==> src/rtl/uart_tx_arbiter.sv <==
// Round-robin arbiter sharing one uart_tx byte transmitter among NUM_REQ requesters.
// Define UART_TX_ARB_LOCK_EN to add req_lock, which keeps the last grantee's multi-byte packet contiguous.
module uart_tx_arbiter #(
  parameter int unsigned NUM_REQ      = 4,
  parameter int unsigned BUSY_TIMEOUT = 16,
  localparam int unsigned GW          = (NUM_REQ > 2) ? $clog2(NUM_REQ) : 1
) (
  input  logic                 clk,
  input  logic                 rst,
  input  logic [NUM_REQ-1:0]   req_valid,
  input  logic [8*NUM_REQ-1:0] req_data,
`ifdef UART_TX_ARB_LOCK_EN
  input  logic [NUM_REQ-1:0]   req_lock,
`endif
  output logic [NUM_REQ-1:0]   req_ready,
  output logic                 uart_tx_en,
  output logic [7:0]           uart_tx_data,
  input  logic                 uart_tx_busy,
  output logic [GW-1:0]        grant_id,
  output logic                 arb_busy,
  output logic                 err_timeout
);

  localparam int unsigned CW = $clog2(BUSY_TIMEOUT + 1);

  typedef enum logic [1:0] {
    ST_IDLE,
    ST_ISSUE,
    ST_WAIT_BUSY,
    ST_WAIT_DONE
  } state_e;

  state_e             state_q;
  logic [GW-1:0]      ptr_q;
  logic [CW-1:0]      to_q;
  logic [NUM_REQ-1:0] req_ready_q;
  logic               uart_tx_en_q;
  logic [7:0]         uart_tx_data_q;
  logic [GW-1:0]      grant_id_q;
  logic               arb_busy_q;
  logic               err_timeout_q;

  logic               win_found;
  logic [GW-1:0]      win_idx;
  logic [GW-1:0]      cand;
  logic [NUM_REQ-1:0] win_onehot;
  logic [7:0]         win_data;

  // Winner: first valid requester above the pointer, wrapping; a locked last grantee overrides.
  always_comb begin
    win_found = 1'b0;
    win_idx   = '0;
    cand      = '0;
    for (int unsigned off = 1; off <= NUM_REQ; off++) begin
      cand = GW'((32'(ptr_q) + off) % NUM_REQ);
      if (!win_found && req_valid[cand]) begin
        win_found = 1'b1;
        win_idx   = cand;
      end
    end
`ifdef UART_TX_ARB_LOCK_EN
    if (req_lock[grant_id_q] && req_valid[grant_id_q]) begin
      win_found = 1'b1;
      win_idx   = grant_id_q;
    end
`endif
  end

  always_comb begin
    win_onehot          = '0;
    win_onehot[win_idx] = 1'b1;
  end

  assign win_data = req_data[{win_idx, 3'b000} +: 8];

  always_ff @(posedge clk) begin
    if (rst) begin
      state_q        <= ST_IDLE;
      ptr_q          <= GW'(NUM_REQ - 1);
      to_q           <= '0;
      req_ready_q    <= '0;
      uart_tx_en_q   <= 1'b0;
      uart_tx_data_q <= '0;
      grant_id_q     <= '0;
      arb_busy_q     <= 1'b0;
      err_timeout_q  <= 1'b0;
    end else begin
      req_ready_q  <= '0;
      uart_tx_en_q <= 1'b0;
      case (state_q)
        ST_IDLE: begin
          // A busy transmitter (ours or a frame left over from before reset) blocks grants.
          if (win_found && !uart_tx_busy) begin
            req_ready_q    <= win_onehot;
            uart_tx_data_q <= win_data;
            grant_id_q     <= win_idx;
            ptr_q          <= win_idx;
            arb_busy_q     <= 1'b1;
            state_q        <= ST_ISSUE;
          end
        end
        ST_ISSUE: begin
          uart_tx_en_q <= 1'b1;
          state_q      <= ST_WAIT_BUSY;
        end
        ST_WAIT_BUSY: begin
          if (uart_tx_busy) begin
            to_q    <= '0;
            state_q <= ST_WAIT_DONE;
          end else if (to_q == CW'(BUSY_TIMEOUT - 1)) begin
            // Transmitter never answered: drop the byte and flag it.
            to_q          <= '0;
            err_timeout_q <= 1'b1;
            arb_busy_q    <= 1'b0;
            state_q       <= ST_IDLE;
          end else begin
            to_q <= to_q + CW'(1);
          end
        end
        ST_WAIT_DONE: begin
          if (!uart_tx_busy) begin
            arb_busy_q <= 1'b0;
            state_q    <= ST_IDLE;
          end
        end
        default: begin
          arb_busy_q <= 1'b0;
          state_q    <= ST_IDLE;
        end
      endcase
    end
  end

  assign req_ready    = req_ready_q;
  assign uart_tx_en   = uart_tx_en_q;
  assign uart_tx_data = uart_tx_data_q;
  assign grant_id     = grant_id_q;
  assign arb_busy     = arb_busy_q;
  assign err_timeout  = err_timeout_q;

endmodule
==> config.mk <==
export PLATFORM = sky130hd
export DESIGN_NAME = uart_tx_arbiter
export DESIGN_NICKNAME = d
export VERILOG_FILES = /design/src/rtl/uart_tx_arbiter.sv
export SDC_FILE = /design/constraint.sdc
export NUM_CORES = 1
export LEC_CHECK = 0
export ABC_CLOCK_PERIOD_IN_PS = 2350
export BUFFER_PORTS_ARGS = -buffer_cell sky130_fd_sc_hd__buf_2
export CORE_ASPECT_RATIO = 0.5
export CORE_MARGIN = 2
export CORE_UTILIZATION = 45
export DETAILED_ROUTE_END_ITERATION = 10
export GPL_TIMING_DRIVEN = 0
export PLACE_DENSITY = 0.84
export SLEW_MARGIN = 20
export SYNTH_ARGS = -nofsm -noshare
export SYNTH_HDL_FRONTEND = slang
export SYNTH_SLANG_ARGS = --single-unit
==> constraint.sdc <==
create_clock -name clk -period 2.35 [get_ports clk]
set_input_delay 0.705 -clock clk [delete_from_list [all_inputs] [get_ports clk]]
set_output_delay 0.705 -clock clk [all_outputs]
set_load 0.005 [all_outputs]
==> results of run 1 <==
## layout make-up
type	instances	area [um2]	area share (%)
Multi-Input combinational cell	117	840	45.1
Sequential cell	26	520	28.0
Timing Repair Buffer	53	265	14.3
Buffer	11	76.3	4.10
Tap cell	40	50.0	2.69
Clock buffer	3	41.3	2.22
Inverter	10	37.5	2.02
Clock inverter	1	30.0	1.61
## power groups by stage
stage          clock (W)  combinational [W]  sequential [W]
4_1_cts         0.000382           0.000448        0.000538
3_5_place_dp           0           0.000446        0.000549
6_report        0.000378           0.000450        0.000539
2_1_floorplan          0           0.000299        0.000548
3_3_place_gp           0           0.000429        0.000546
5_1_grt         0.000398           0.000494        0.000545
## cell usage in the layout (no fill, tap or decap), types with 2 or more instances in the layout
master,count
buf_2,54
dfxtp_1,26
a211oi_1,13
nor2_1,12
inv_1,10
a21oi_1,10
mux2i_1,9
a31oi_1,8
o21bai_1,8
nand2_1,6
clkbuf_1,5
nand2b_1,5
a211oi_2,5
ha_1,5
nor2b_1,4
nor3b_1,3
nor3_1,3
clkbuf_8,3
nor4_1,2
buf_6,2
buf_4,2
and2_1,2
or3_1,2
o21ai_0,2
## worst reg2reg max path: cells and delay by family, from the launching register on
family                     cells  cell delay [ps]
and+or+nand+nor                3              550
buffers and inverters          2              420
AOI/OAI and AO/OA              2              360
DFF                            1              340
adders and majority gates      1              150
## how the worst max path moves through the flow
stage / depth (start not counted) / end / start
global placement: 7 / uart_tx_data[5] / req_valid[0]
finish: 6 / uart_tx_data[3] / req_valid[3]
global route: 6 / uart_tx_data[2] / req_valid[3]
floorplan: 6 / uart_tx_data[3] / req_valid[0]
detailed placement: 7 / uart_tx_data[6] / req_valid[1]
CTS: 6 / uart_tx_data[3] / req_valid[3]
## sequential cells by signal, summed over array words and instances, names as in the netlist
name          count
arb_busy          1
err_timeout       1
grant_id          2
ptr_q             2
req_ready         4
state_q           2
to_q              5
uart_tx_data      8
uart_tx_en        1
## layer usage
layer	up-vias	share of wire, %	GRT usage [%]	wire (um)
met2	42	52	39.8	1870
li1	712	-	-	-
met3	5	5.9	3.92	213
met5	-	0	0	0
met1	673	42	22.5	1500
met4	0	0.83	3.81	30
## cell families after synthesis
group,after synthesis,synth area share (%)
AO/OA/AOI/OAI,55,27.9
AND/OR/NAND/NOR,47,17.9
multiplexers,10,6.88
adder cells (fa/ha/maj),5,4.24
buffers and inverters,21,7.72
flip-flops,26,35.3
## stage by stage
step	utilization (%)	std cells	instance area, um2
finish	60.7	261	1860
global route	60.7	261	1860
floorplan	-	164	1470
detailed placement	58.4	257	1790
global placement	58.4	257	1790
CTS	60.7	261	1860
==> qor.csv, run 1 <==
stage,metric,value,unit
hold_path,Hold Path End,to_q[4],
cts,clock buffer count from CTS,3,
sta,Worst Tran Pin Value,555,ps
finish,Final #Nets,266,
cts,worst-skew pair later-pin latency,280,ps
sta,RSZ-0062 raised after global routing,no,
floorplanning,total die area,3780,um2
critical_path,critical path cell sequence,buf_2 > nor4_1 > nor2_1 > nand2_1 > nor2_1 > a211oi_1,
floorplanning,chip height,44.5,um
power,Logic pwr share,32.9,%
power,Pint,0.000936,W
global_routing,initial antenna violation count,0,
sta,setup TNS,0,ps
global_routing,gr ovfl total,0,
power,Total Power,0.00137,W
global_routing,largest net degree at the start of global routing,16,
global_routing,All-Layer GR Usage,19.8,%
critical_path,R2R Setup Slk,440,ps
critical_path,Crit path required time,2540,ps
hold_path,hold crit path type,reg -> reg,
drt,DRT Pass-1 Iters,6,
global_routing,first-pass GRT wire length,5.98,mm
job,Max Cap Viol,0,
synth,ys async rst share,0,%
synth,Post-synth EDFFs,0,
cts,CTS tree,yes,
critical_path,"Largest stage delay, worst path",500,ps
sta,final hold violations,0,
critical_path,"CP delay by family, top",simple AND/OR/NAND/NOR gates,
finish,layout cells sized above 1,34.4,%
synth,Yosys Warn Count,0,
synth,top cell type's share of synthesized area,35.3,%
sta,Fmax,0.502,GHz
synth,largest cells by area after synthesis,"dfxtp_1 35%, a211oi_1 6.6%, mux2i_1 6.1%",
floorplanning,die extent in x,84.9,um
sta,min Tclk post-route,1990,ps
synth,sequential area share after synthesis,35.3,%
critical_path,RR Startpoint,state_q[0],
synth,synth cell count leaders,"26 x dfxtp_1, 13 x a211oi_1, 12 x nor2_1",
synth,Yosys cell types,42,
power,switching share of power,31.5,%
power,PwrDens,734,nW/um2
power,clock group share of total power,27.7,%
drt,drt first-iter violations,43,
place,post-DP HPWL,2.75,mm
finish,area grow syn2layout,26.2,%
power,Pleak,0.868,nW
synth,post-synthesis register bit count,26,
cts,setup repair bufs after CTS,0,
cts,clk sink count,26,
sta,Worst Clk Skew,1.72,ps
cts,Clock Path Buffers,2,
cts,Max H-tree Level,1,
cts,Clk Tree Root Cell,clkbuf_8,
finish,fill count,259,
floorplanning,Std-Cell Rows,14,
critical_path,worst reg2reg path endpoint,state_q[0],
critical_path,Crit. End Element,flip-flop,
synth,synthesized net count,208,
drt,# DRC,0,
finish,antenna cell count,0,
hold_path,critical hold path startpoint,to_q[4],
power,Switch Pwr,0.000430,W
sta,crit share post-route,84.7,%
critical_path,R2R depth,8,
run_status,outcome,completed,
global_routing,number of global-route vias before repair,1357,
critical_path,slowest CP cell,nor4_1,
place,final RePlAce weighted congestion,0.790,
power,Seq pwr share,39.4,%
cts,hold_buf cts,0,
critical_path,Worst setup SP type,input port,
synth,Syn Std Cell Area,1470,um2
synth,top-count cell post-synth,dfxtp_1,
floorplanning,Core Area,3070,um2
synth,"Avg Cell Area, Syn",8.99,um2
critical_path,crit path DAT,2190,ps
drt,WL per Instance,13.8,um
place,pre-CTS worst setup slack,126,ps
floorplanning,# IOs,56,
drt,Post-DRT Antenna Nets,0,
drt,Vias/cell,5.49,
sta,Hold Slack,460,ps
cts,cts repair resizes,0,
sta,Final Max Tran Viols,0,
critical_path,Crit Path Category,in -> reg,
synth,synthesized instance count,164,
critical_path,highest fanout seen on the critical path,8,
critical_path,most frequent CP cell,nor2_1,
sta,fin worst setup slack,358,ps
hold_path,WHS Path Cells,2,
synth,"area leader, netlist",dfxtp_1,
sta,Worst slew margin,62.9,%
place,Port Buffer Count,53,
power,Peak supply drop,0.324,mV
cts,Worst-path clk slew,90,ps
drt,final wirelength,3.61,mm
critical_path,Worst Path Buf+Inv,1,
drt,Via Count,1432,
floorplanning,Initial Util,48.1,%
sta,Setup-failing EPs final,0,
synth,dominant synthesized flop cell,dfxtp_1,
(Power assumes the default switching activity.)
==> run 2: changes to the inputs <==
Settings changed: ABC_CLOCK_PERIOD_IN_PS 2350 to 1900.
Clock period 2.35 ns to 1.9 ns, I/O delays scaled along.
==> qor.csv, run 2 (same netlist as run 1, synthesis figures left out) <==
stage,metric,value,unit
sta,Fmax,0.558,GHz
drt,# DRC,0,
sta,min Tclk post-route,1790,ps
power,Pleak,0.866,nW
finish,layout cells sized above 1,35.9,%
floorplanning,# IOs,56,
critical_path,Crit Path Category,in -> reg,
sta,Setup-failing EPs final,0,
finish,"commonest non-fill, non-tap cell in the layout",buf_2,
sta,Worst slew margin,61.3,%
sta,final hold violations,0,
floorplanning,die extent in x,84.9,um
cts,Clock Path Buffers,2,
place,final RePlAce weighted congestion,0.790,
cts,hold_buf cts,0,
run_status,outcome,completed,
global_routing,initial antenna violation count,0,
sta,RSZ-0062 raised after global routing,yes,
cts,Clk Tree Root Cell,clkbuf_8,
critical_path,R2R Setup Slk,140,ps
power,Peak supply drop,0.401,mV
cts,worst-skew pair later-pin latency,280,ps
critical_path,R2R depth,7,
sta,setup TNS,0,ps
critical_path,RR Startpoint,state_q[0],
job,Max Cap Viol,0,
finish,most frequent cells in the layout,"54 x buf_2, 26 x dfxtp_1, 13 x a211oi_1",
cts,setup repair bufs after CTS,0,
drt,final wirelength,3.65,mm
drt,Via Count,1432,
critical_path,worst reg2reg path endpoint,arb_busy,
floorplanning,Initial Util,48.1,%
global_routing,gr ovfl total,0,
floorplanning,total die area,3780,um2
power,PwrDens,907,nW/um2
cts,Worst-path clk slew,90,ps
critical_path,Crit. End Element,flip-flop,
drt,DRT Pass-1 Iters,4,
drt,drt first-iter violations,41,
sta,Worst Clk Skew,3.64,ps
hold_path,hold crit path type,reg -> reg,
cts,clock buffer count from CTS,3,
finish,fill count,255,
sta,Final Max Tran Viols,0,
critical_path,crit path DAT,1930,ps
floorplanning,chip height,44.5,um
hold_path,Hold Path End,to_q[4],
finish,Final #Nets,265,
drt,WL per Instance,14.0,um
finish,antenna cell count,0,
cts,clk sink count,26,
floorplanning,Core Area,3070,um2
hold_path,critical hold path startpoint,to_q[4],
global_routing,first-pass GRT wire length,5.98,mm
critical_path,highest fanout seen on the critical path,10,
place,post-DP HPWL,2.75,mm
hold_path,WHS Path Cells,2,
drt,Post-DRT Antenna Nets,0,
sta,crit share post-route,94.3,%
drt,Vias/cell,5.51,
global_routing,All-Layer GR Usage,19.8,%
critical_path,Crit path required time,2040,ps
sta,Hold Slack,457,ps
sta,Worst Tran Pin Value,578,ps
global_routing,largest net degree at the start of global routing,16,
finish,Largest register FFs,8,
critical_path,Worst setup SP type,input port,
cts,Max H-tree Level,1,
floorplanning,Std-Cell Rows,14,
cts,CTS tree,yes,
finish,area grow syn2layout,26.7,%
global_routing,number of global-route vias before repair,1357,
place,Port Buffer Count,53,
-- run 2: cell count changes in the layout (fill, tap and decap cells not counted) --
cell and change:
nor2b_2 +1, ha_2 +1, ha_1 -1, nor4_1 -1
nor2b_1 -1, clkbuf_1 -1, nor4_2 +1
-- run 2: worst max-delay path by stage --
stage / start / endpoint / slack (ps) / cells after the start
6_report: req_valid[1] / uart_tx_data[3] / 110 / 7
3_5_place_dp: req_valid[1] / uart_tx_data[6] / -190 / 7
3_3_place_gp: req_valid[0] / uart_tx_data[5] / -180 / 7
2_1_floorplan: req_valid[0] / uart_tx_data[3] / 110 / 6
5_1_grt: req_valid[3] / uart_tx_data[2] / -10 / 6
4_1_cts: state_q[0] / arb_busy / 30 / 8
-- run 2: layer usage --
layer	up-vias	wire [um]	GRT usage, %
li1	707	-	-
met1	680	1540	22.5
met2	36	1880	39.8
met3	9	173	3.92
met4	0	61	3.81
met5	-	0	0
-- run 2: cell type report --
type | instances | area, um2 | area share [%]
Clock buffer | 3 | 41.3 | 2.21
Multi-Input combinational cell | 117 | 851 | 45.5
Inverter | 10 | 37.5 | 2.01
Sequential cell | 26 | 520 | 27.9
Timing Repair Buffer | 53 | 265 | 14.2
Clock inverter | 1 | 30.0 | 1.61
Buffer | 10 | 72.6 | 3.88
Tap cell | 40 | 50.0 | 2.68
-- run 2: per-stage QoR --
step	utilization, %	instance area (um2)	power (W)	setup WS (ps)	std cells
finish	60.9	1870	0.00169	108	260
global route	60.9	1870	0.00178	-12.4	260
CTS	60.8	1860	0.00169	31.8	261
global placement	58.4	1790	0.00121	-177	257
floorplan	-	1470	0.00105	107	164
detailed placement	58.4	1790	0.00123	-189	257
-- run 2: critical path, cell delays in order --
cell and delay [ps]:
buf_2 130, or2_0 210, a311oi_2 420, nand2_2 150, buf_6 180, a211oi_2 190, a211oi_1 70
-- run 2: what timing repair did --
| item | 4_1_cts | 5_1_grt |
|---|---|---|
| setup endpoints to repair | 1 | 12 |
| gates resized for setup | 1 | 2 |
| gates cloned | 0 | 0 |
-- run 2: power breakdown --
part / internal (W) / switching [W] / total (W)
sequential: 0.000620 / 0.0000466 / 0.000667
combinational: 0.000259 / 0.000299 / 0.000558
clock: 0.000282 / 0.000187 / 0.000469
total: 0.00116 / 0.000533 / 0.00169
